`config.mk`:
```
export PLATFORM = sky130hd
export DESIGN_NAME = itf_port_arbiter
export DESIGN_NICKNAME = d
export VERILOG_FILES = /design/src/rtl/itf_port_arbiter_pkg.sv /design/src/rtl/itf_max_sel.sv /design/src/rtl/itf_port_arbiter.sv
export SDC_FILE = /design/constraint.sdc
export NUM_CORES = 1
export LEC_CHECK = 0
export CORE_UTILIZATION = 35
export CTS_BUF_LIST = sky130_fd_sc_hd__clkbuf_8
export DETAILED_ROUTE_END_ITERATION = 7
export HOLD_SLACK_MARGIN = 0.08
export PLACE_DENSITY_LB_ADDON = 0.1
export SYNTH_ARGS = -nofsm -noshare
export SYNTH_HDL_FRONTEND = slang
export SYNTH_SLANG_ARGS = --single-unit
```
`constraint.sdc`:
```
create_clock -name clk -period 16.1 [get_ports clk]
set_clock_uncertainty 0.1 [all_clocks]
set_input_delay 3.22 -clock clk [delete_from_list [all_inputs] [get_ports clk]]
set_output_delay 3.22 -clock clk [all_outputs]
set_load 0.05 [all_outputs]
```
`src/rtl/itf_port_arbiter_pkg.sv`:
```
`default_nettype none
// +----------------------------------------------------------------------------+
// | Module      : itf_port_arbiter_pkg                                         |
// | Description : Shared definitions for the off-chip interface port arbiter:  |
// |               FSM state encoding and command beat field offsets.           |
// | Revision    : 1.0 - initial release                                        |
// +----------------------------------------------------------------------------+
package itf_port_arbiter_pkg;

  typedef enum logic [1:0] {
    ST_IDLE = 2'd0,
    ST_CMD  = 2'd1,
    ST_XFER = 2'd2,
    ST_FNH  = 2'd3
  } arb_state_e;

  // Command beat layout: {ReqNum, Addr, RdGLB}, LSB first.
  localparam int RDGLB_BIT = 0;
  localparam int ADDR_LSB  = 1;

  // The request count field sits directly above the address field.
  function automatic int reqnum_lsb(input int addr_width);
    return addr_width + 1;
  endfunction

endpackage
`default_nettype wire

```
`src/rtl/itf_max_sel.sv`:
```
`default_nettype none
// +----------------------------------------------------------------------------+
// | Module      : itf_max_sel                                                  |
// | Description : Combinational maximum selector over NUM packed values.       |
// |               Ties resolve to the lowest index.                            |
// | Ports       : i_vals - NUM values of W bits, value p at [p*W +: W]         |
// |               o_idx  - index of the (first) maximum value                  |
// |               o_val  - the maximum value                                   |
// | Revision    : 1.0 - initial release                                        |
// +----------------------------------------------------------------------------+
module itf_max_sel
  import itf_port_arbiter_pkg::*;
#(
  parameter int NUM   = 5,
  parameter int W     = 16,
  parameter int IDX_W = (NUM > 1) ? $clog2(NUM) : 1
) (
  input  logic [NUM*W-1:0] i_vals,
  output logic [IDX_W-1:0] o_idx,
  output logic [W-1:0]     o_val
);

  always_comb begin
    o_idx = '0;
    o_val = i_vals[W-1:0];
    // Strict greater-than keeps the earliest index on a tie.
    for (int p = 1; p < NUM; p++) begin
      if (i_vals[p*W +: W] > o_val) begin
        o_idx = IDX_W'(p);
        o_val = i_vals[p*W +: W];
      end
    end
  end

endmodule
`default_nettype wire

```
`src/rtl/itf_port_arbiter.sv`:
```
`default_nettype none
// +----------------------------------------------------------------------------+
// | Module      : itf_port_arbiter                                             |
// | Description : Schedules the shared PAD link among GLB write ports          |
// |               (0..NUM_WRPORT-1) and GLB read ports (remaining indices).    |
// |               Urgent ports (EmptyFull or aged out) are served round-robin, |
// |               otherwise the port with the largest pending count wins.      |
// | Ports       : clk, rst            - clock, synchronous active-high reset   |
// |               ArbEn               - permit new arbitration                 |
// |               GLBITF_EmptyFull    - per-port urgent flag                   |
// |               GLBITF_ReqNum/Addr  - per-port pending count / offset        |
// |               CCUITF_BaseAddr     - per-port base address                  |
// |               CmdDat/CmdVld/CmdRdy- command beat handshake toward PAD      |
// |               GntPort/GntVld/GntRdGLB - grant to the datapath              |
// |               XferDone            - last beat of granted transfer          |
// |               Busy                - arbiter not idle                       |
// | Revision    : 1.0 - initial release                                        |
// +----------------------------------------------------------------------------+
module itf_port_arbiter
  import itf_port_arbiter_pkg::*;
#(
  parameter int ADDR_WIDTH  = 16,
  parameter int PORT_WIDTH  = 128,
  parameter int NUM_RDPORT  = 2,
  parameter int NUM_WRPORT  = 3,
  parameter int AGE_WIDTH   = 4,
  parameter int AGE_LIMIT   = 8,
  localparam int NUM_PORT   = NUM_RDPORT + NUM_WRPORT,
  localparam int IDX_W      = (NUM_PORT > 1) ? $clog2(NUM_PORT) : 1
) (
  input  logic                           clk,
  input  logic                           rst,
  input  logic                           ArbEn,
  input  logic [NUM_PORT-1:0]            GLBITF_EmptyFull,
  input  logic [ADDR_WIDTH*NUM_PORT-1:0] GLBITF_ReqNum,
  input  logic [ADDR_WIDTH*NUM_PORT-1:0] GLBITF_Addr,
  input  logic [ADDR_WIDTH*NUM_PORT-1:0] CCUITF_BaseAddr,
  output logic [PORT_WIDTH-1:0]          CmdDat,
  output logic                           CmdVld,
  input  logic                           CmdRdy,
  output logic [IDX_W-1:0]               GntPort,
  output logic                           GntVld,
  output logic                           GntRdGLB,
  input  logic                           XferDone,
  output logic                           Busy
);

  localparam int REQNUM_LSB = reqnum_lsb(ADDR_WIDTH);

  arb_state_e             state_q, state_d;
  logic [IDX_W-1:0]       gnt_port_q, gnt_port_d;
  logic [ADDR_WIDTH-1:0]  req_num_q, req_num_d;
  logic [ADDR_WIDTH-1:0]  addr_q, addr_d;
  logic                   rd_glb_q, rd_glb_d;
  logic [IDX_W-1:0]       rr_ptr_q, rr_ptr_d;
  logic [AGE_WIDTH-1:0]   age_q [NUM_PORT];
  logic [AGE_WIDTH-1:0]   age_d [NUM_PORT];

  logic [ADDR_WIDTH-1:0]  w_req  [NUM_PORT];
  logic [ADDR_WIDTH-1:0]  w_addr [NUM_PORT];
  logic [ADDR_WIDTH-1:0]  w_base [NUM_PORT];
  logic [NUM_PORT-1:0]    w_cand;
  logic [NUM_PORT-1:0]    w_urgent;

  logic                   w_urg_found;
  logic [IDX_W-1:0]       w_urg_idx;
  logic [IDX_W-1:0]       w_max_idx;
  logic [ADDR_WIDTH-1:0]  w_max_val;
  logic [IDX_W-1:0]       w_sel_idx;
  logic [ADDR_WIDTH-1:0]  w_sel_req;

  generate
    for (genvar p = 0; p < NUM_PORT; p++) begin : g_port
      assign w_req[p]    = GLBITF_ReqNum[p*ADDR_WIDTH +: ADDR_WIDTH];
      assign w_addr[p]   = GLBITF_Addr[p*ADDR_WIDTH +: ADDR_WIDTH];
      assign w_base[p]   = CCUITF_BaseAddr[p*ADDR_WIDTH +: ADDR_WIDTH];
      // A port with nothing pending is never granted, even if flagged.
      assign w_cand[p]   = |w_req[p];
      assign w_urgent[p] = w_cand[p] &&
                           (GLBITF_EmptyFull[p] || (age_q[p] >= AGE_WIDTH'(AGE_LIMIT)));
    end
  endgenerate

  // First urgent candidate scanning from the round-robin pointer.
  always_comb begin
    int idx;
    w_urg_found = 1'b0;
    w_urg_idx   = '0;
    for (int k = 0; k < NUM_PORT; k++) begin
      idx = int'(rr_ptr_q) + k;
      if (idx >= NUM_PORT) idx = idx - NUM_PORT;
      if (!w_urg_found && w_urgent[idx]) begin
        w_urg_found = 1'b1;
        w_urg_idx   = IDX_W'(idx);
      end
    end
  end

  itf_max_sel #(
    .NUM   (NUM_PORT),
    .W     (ADDR_WIDTH),
    .IDX_W (IDX_W)
  ) u_max_sel (
    .i_vals (GLBITF_ReqNum),
    .o_idx  (w_max_idx),
    .o_val  (w_max_val)
  );

  assign w_sel_idx = w_urg_found ? w_urg_idx : w_max_idx;
  assign w_sel_req = w_urg_found ? w_req[w_urg_idx] : w_max_val;

  always_comb begin
    state_d    = state_q;
    gnt_port_d = gnt_port_q;
    req_num_d  = req_num_q;
    addr_d     = addr_q;
    rd_glb_d   = rd_glb_q;
    rr_ptr_d   = rr_ptr_q;
    age_d      = age_q;
    case (state_q)
      ST_IDLE: begin
        if (ArbEn && (|w_cand)) begin
          state_d    = ST_CMD;
          gnt_port_d = w_sel_idx;
          req_num_d  = w_sel_req;
          // Truncating add: wraps modulo 2^ADDR_WIDTH.
          addr_d     = w_base[w_sel_idx] + w_addr[w_sel_idx];
          rd_glb_d   = (int'(w_sel_idx) >= NUM_WRPORT);
        end
      end
      ST_CMD: begin
        if (CmdRdy) state_d = ST_XFER;
      end
      ST_XFER: begin
        if (XferDone) state_d = ST_FNH;
      end
      ST_FNH: begin
        state_d  = ST_IDLE;
        rr_ptr_d = (int'(gnt_port_q) == NUM_PORT - 1) ? '0 : gnt_port_q + 1'b1;
        for (int p = 0; p < NUM_PORT; p++) begin
          if (IDX_W'(p) == gnt_port_q || !w_cand[p]) begin
            age_d[p] = '0;
          end else if (age_q[p] != '1) begin
            age_d[p] = age_q[p] + 1'b1;
          end
        end
      end
      default: state_d = ST_IDLE;
    endcase
  end

  always_ff @(posedge clk) begin
    if (rst) begin
      state_q    <= ST_IDLE;
      gnt_port_q <= '0;
      req_num_q  <= '0;
      addr_q     <= '0;
      rd_glb_q   <= 1'b0;
      rr_ptr_q   <= '0;
      for (int p = 0; p < NUM_PORT; p++) age_q[p] <= '0;
    end else begin
      state_q    <= state_d;
      gnt_port_q <= gnt_port_d;
      req_num_q  <= req_num_d;
      addr_q     <= addr_d;
      rd_glb_q   <= rd_glb_d;
      rr_ptr_q   <= rr_ptr_d;
      age_q      <= age_d;
    end
  end

  // Command fields come from registers captured at grant time, so the beat
  // is immune to input changes while backpressured.
  always_comb begin
    CmdDat = '0;
    if (state_q == ST_CMD) begin
      CmdDat[RDGLB_BIT]                   = rd_glb_q;
      CmdDat[ADDR_LSB +: ADDR_WIDTH]      = addr_q;
      CmdDat[REQNUM_LSB +: ADDR_WIDTH]    = req_num_q;
    end
  end

  assign CmdVld   = (state_q == ST_CMD);
  assign GntVld   = (state_q == ST_XFER);
  assign Busy     = (state_q != ST_IDLE);
  assign GntPort  = gnt_port_q;
  assign GntRdGLB = rd_glb_q;

endmodule
`default_nettype wire

```
==> flow_summary.toml, run 1 <==
[run_status]
status = "complete, no violations"

[global_route]
gr-total-overflow = 0
use_met1_pct = 32.58
grt_pass1_wl_um = 52390
first_global_vias = 9407
top_usage_layer = "met2"
track_usage_pct = 23.35
antenna_found_initial = 0
use_met3_pct = 3.256
met2_usage_pct = 38.42
grt_max_degree = 63

[power_and_ir_drop]
p_comb_share_pct = 80.8
power_density_nw_per_um2 = 138.6
intPower_uw = 859.5
netSwitchingFraction_pct = 52.11
irDropWorstVdd_mv = 0.07520
seq_power_share_pct = 11.6
switchingPower_uw = 935.2
leakage_uw = 0.005255
clock_power_share_pct = 7.7

[synthesis]
yosysTopAreaCell = "ha_1"
synth_top_area_share_pct = 13.74
ys_ff_latch = 61
synth.area.top_cells = "ha_1 (14%), dfxtp_1 (12%), mux2i_1 (12%)"
yosysSeqAreaShare_pct = 12.30
async_reset_ff_share_pct = 0
synth_edf_count = 0
synth_warnings = 0
synth_ff_type = "dfxtp_1"
yosys.cell_types.count = 85
syn_inst = 1342
syn_area_per_cell_sq_um = 7.396
synth.cell_area_sq_um = 9926

[placement]
routabilityCongestion = 0.9610
dpl.cell_count = 1962
dpl.hpwl_um = 29780
io_buffers = 289
dp_slack_ns = 0.5599

[sta]
hold_ws_ns = 0.3483
hold_viol_final = 0
setup_viol = 0
tightest_slew_ns = 1.063
setup_tns_ns = 0
setup_ws_ns = 0.9705
slew_headroom_pct = 29.11
slew_viol_final = 0
layout_min_cycle_time_ns = 15.13
finalCritPeriodShare_pct = 93.97
clock.fmax_ghz = 0.06610
rsz0062_at_grt = "no"

[clocking]
cts_tree = "built"
clock_latency_ns = 0.34
clkSlewWorstSetupHoldPaths_ns = 0.07
clkSinkCount = 61
h-tree-depth = 3
ctsRootBufferMaster = "clkbuf_8"
clockBufferDepth = 2
cts_buffers = 9

[min_path]
holdPathEnd = "addr_q[13]$_SDFFE_PP0P_"
hold_depth = 2
holdCritPathClass = "reg -> reg"
worstHoldStart = "addr_q[13]$_SDFFE_PP0P_"

[setup_path]
startpoint = "GLBITF_ReqNum[1]"
reg2reg_to = "addr_q[14]$_SDFFE_PP0P_"
cp-end-kind = "register"
critPathLaunchType = "input pin"
cp.arrival_ns = 15.30
required_ns = 16.27
slowest_delay_ns = 0.64
ff2ff_setup_slack_ns = 7.89
critPathSlowestCell = "o22ai_4"
critical_path.most_common_cell = "o21ai_0"
rr_worst_depth = 28
r2r_start = "rr_ptr_q[1]$_SDFFE_PP0P_"
cp_max_fo = 31
path_class = "in -> reg"

[die]
io_pins = 385
coreArea_sq_um = 27860
die_x_um = 170.4
die_area_sq_um = 29040
start_util_pct = 35.63
row_count = 61
fp.dieH_um = 170.4

[routing]
wl_per_cell_um = 18.00
routed_wl_um = 35590
num_vias = 10420
ant_nets = 0
drc = 0
drtIter0Drc = 740
dr.pass1.iters = 6
viasPerCell = 5.271

[layout]
n_antenna_cell = 0
layout_commonest_cell = "clkdlybuf4s50_1"
layout.nets = 1955
layout-drive-gt1-share_pct = 4.753
mostFrequentLayoutCells = "clkdlybuf4s50_1 (288), a21oi_1 (151), nor2_1 (143)"
fin_cells = 1977
ff_latch_area_sq_um = 1221
fill_cells = 2834
multi_input_area_sq_um = 7830
areaGrowthSynthToFinish_pct = 30.46

[job]
drv_cap = 0
-- worst max-delay path, delay by kind of cell --
kind / cells / cell delay [ns]
compound gates: 29 / 7.05
fa+ha+maj: 5 / 1.41
buf+inv: 5 / 1.61
mux: 1 / 0.20
simple gates: 9 / 1.79
-- metrics by stage --
stage          power, uW  utilization (%)  cell area [sq um]
2_1_floorplan       1336                -              10280
3_3_place_gp        1655            45.74              12740
3_5_place_dp        1660            45.74              12740
4_1_cts             1804            46.45              12940
5_1_grt             1962            46.48              12950
6_report            1795            46.48              12950
-- what timing repair did --
item | CTS | global route
hold buffers | 0 | 0
gates resized for setup | 0 | 1
setup endpoints to repair | 0 | 2
buffers inserted | 0 | 0
-- flip-flops by register name (all words and copies together), names as in the netlist --
register   flops
addr_q        16
state_q        2
GntPort        3
rr_ptr_q       3
age_q         20
GntRdGLB       1
req_num_q     16
-- worst max path at each step --
| stage | endpoint |
|---|---|
| 4_1_cts | addr_q[14]$_SDFFE_PP0P_ |
| 2_1_floorplan | addr_q[14]$_SDFFE_PP0P_ |
| 3_3_place_gp | addr_q[14]$_SDFFE_PP0P_ |
| 5_1_grt | addr_q[14]$_SDFFE_PP0P_ |
| 6_report | addr_q[14]$_SDFFE_PP0P_ |
| 3_5_place_dp | addr_q[14]$_SDFFE_PP0P_ |
-- final cells by class --
class                   instances  area share, %
clock inverters                 5         0.4735
clock buffers                  10          1.063
inverters                      60          1.739
repair buffers                304          23.17
flip-flops and latches         61          9.431
well taps                     378          3.653
multi-input cells            1159          60.47
-- Yosys cell counts (13+ instances only) --
master,number
nand4_1,27
nor3_1,25
and2_1,37
o21ai_0,43
nor4_1,19
inv_1,60
clkbuf_1,32
mux2_2,14
nor2_1,144
mux2i_1,117
dfxtp_1,61
nand2_1,102
nor2b_1,13
a21oi_1,151
a31oi_1,13
o21a_1,49
buf_4,100
a211oi_1,17
nand3_1,16
ha_1,109
o211ai_1,25
-- power by group through the flow --
| stage | combinational, uW | sequential (uW) | clock (uW) |
|---|---|---|---|
| 4_1_cts | 1450 | 207 | 142 |
| 6_report | 1450 | 207 | 138 |
| 3_5_place_dp | 1450 | 211 | 0 |
| 3_3_place_gp | 1450 | 210 | 0 |
| 2_1_floorplan | 1120 | 214 | 0 |
| 5_1_grt | 1600 | 213 | 150 |
-- per-layer routing --
metal,wire length (um),vias to the layer above
met1,16400,4876
met4,286,0
li1,-,5185
met3,2258,22
met2,16640,338
met5,0,-
-- kinds of logic after synthesis --
| kind of cell | share of synthesized area [%] |
|---|---|
| buffers and inverters | 12.67 |
| DFF | 12.30 |
| muxes | 13.73 |
| other | 0.03778 |
| AOI/OAI and AO/OA | 24.35 |
| adders and majority gates | 13.94 |
| and+or+nand+nor | 21.11 |
| xor gates and xnor gates | 1.853 |
Note: power is estimated with default switching activity, not from simulation.
==> run 2, diff against run 1 <==
- CORE_UTILIZATION: 35 -> 45
- SLEW_MARGIN: default -> 30
- clock period: 16.1 -> 19.5 ns (I/O delays scaled with it)
==> flow_summary.toml, run 2 (synthesis gave the netlist of run 1 again) <==
[run_status]
status = "complete, no violations"

[sta]
layout_min_cycle_time_ns = 16.20
clock.fmax_ghz = 0.06173
rsz0062_at_grt = "no"
setup_tns_ns = 0
slew_headroom_pct = 42.13
hold_viol_final = 0
setup_viol = 0
finalCritPeriodShare_pct = 83.08
slew_viol_final = 0
hold_ws_ns = 0.3502
tightest_slew_ns = 0.8602

[routing]
dr.pass1.iters = 5
wl_per_cell_um = 18.09
routed_wl_um = 33850
drtIter0Drc = 625
num_vias = 10390
ant_nets = 0
viasPerCell = 5.554
drc = 0

[placement]
dpl.hpwl_um = 27950
dpl_cell_area_sq_um = 12610
io_buffers = 289
routabilityCongestion = 0.9706

[setup_path]
cp_max_fo = 56
rr_worst_depth = 28
ff2ff_setup_slack_ns = 11.35
cp-end-kind = "register"
required_ns = 19.67
startpoint = "GLBITF_ReqNum[11]"
critPathLaunchType = "input pin"
path_class = "in -> reg"
slowest_delay_ns = 0.66
cp.arrival_ns = 16.37
crit_path_end = "addr_q[14]$_SDFFE_PP0P_"
r2r_start = "rr_ptr_q[1]$_SDFFE_PP0P_"
critical_path.most_common_cell = "o21ai_0"
critPathSlowestCell = "o22ai_4"
reg2reg_to = "addr_q[14]$_SDFFE_PP0P_"

[layout]
n_antenna_cell = 0
areaGrowthSynthToFinish_pct = 29.07
layout.nets = 1951
layout-drive-gt1-share_pct = 4.574
layout_commonest_cell = "clkdlybuf4s50_1"
largest_reg_flops = 20
mostFrequentLayoutCells = "clkdlybuf4s50_1 (288), a21oi_1 (151), nor2_1 (143)"
regMostFlops = "age_q"
fill_cells = 2015
fin_area_sq_um = 12810
top_regs = "age_q (20), addr_q (16), req_num_q (16)"

[power_and_ir_drop]
power_density_nw_per_um2 = 115.2
irDropWorstVdd_mv = 0.06342
leakage_uw = 0.005244

[clocking]
post_cts_resized = 0
ctsRootBufferMaster = "clkbuf_8"
cts_setup_buffers = 0
clkSinkCount = 61
clock_latency_ns = 0.34
h-tree-depth = 3
clockBufferDepth = 2
cts_tree = "built"
cts_buffers = 9
holdBufCountCts = 0
clkSlewWorstSetupHoldPaths_ns = 0.07

[die]
coreArea_sq_um = 21350
io_pins = 385
start_util_pct = 46.48
die_x_um = 150.5
row_count = 53
die_area_sq_um = 22650
fp.dieH_um = 150.5

[min_path]
holdCritPathClass = "reg -> reg"

[global_route]
antenna_found_initial = 0
first_global_vias = 9170
gr-total-overflow = 0
grt_max_degree = 64
grt_pass1_wl_um = 49980
track_usage_pct = 28.48

[job]
drv_cap = 0
-- run 2: through the flow --
stage	setup slack, ns	power, uW	instances	utilization, %
after floorplan	5.081	1103	1436	-
after global placement	3.404	1345	1854	58.88
after detailed placement	3.357	1358	1855	59.06
after CTS	3.679	1476	1871	60.00
after global routing	2.463	1605	1871	60.00
final	3.300	1475	1871	60.00
-- run 2: cell type report --
| type | count | area (sq um) | area share (%) |
|---|---|---|---|
| inverter | 60 | 225.2 | 1.758 |
| timing repair buffer | 300 | 2990 | 23.34 |
| sequential | 61 | 1221 | 9.532 |
| clock inverter | 6 | 62.56 | 0.4883 |
| multi-input combinational | 1159 | 7830 | 61.12 |
| clock buffer | 10 | 137.6 | 1.074 |
| tap | 275 | 344.1 | 2.686 |
-- run 2: per-layer routing --
layer | global-route usage [%] | wire length (um)
met5 | 0 | 0
met1 | 38.44 | 14950
met2 | 48.69 | 16250
met3 | 2.424 | 2185
met4 | 6.667 | 463
-- run 2: power by group --
group,switching (uW),total (uW),internal (uW)
registers,18.6,172,154
clock network,51.0,113,61.9
logic,697,1190,493
-- run 2: critical path, delay by kind of cell --
kind	cells	cell delay, ns
AND/OR/NAND/NOR	8	2.15
adder cells (fa/ha/maj)	5	1.58
AO/OA/AOI/OAI	28	6.96
buffers and inverters	5	1.75
-- run 2: how the worst min path moves through the flow --
stage | end | cells after the start | slack (ns) | startpoint
after global placement | addr_q[11]$_SDFFE_PP0P_ | 2 | 0.33 | addr_q[11]$_SDFFE_PP0P_
final | addr_q[11]$_SDFFE_PP0P_ | 2 | 0.35 | addr_q[11]$_SDFFE_PP0P_
after global routing | addr_q[11]$_SDFFE_PP0P_ | 2 | 0.37 | addr_q[11]$_SDFFE_PP0P_
after detailed placement | addr_q[12]$_SDFFE_PP0P_ | 2 | 0.34 | addr_q[12]$_SDFFE_PP0P_
after CTS | addr_q[12]$_SDFFE_PP0P_ | 2 | 0.35 | addr_q[12]$_SDFFE_PP0P_
after floorplan | addr_q[10]$_SDFFE_PP0P_ | 2 | 0.33 | addr_q[10]$_SDFFE_PP0P_
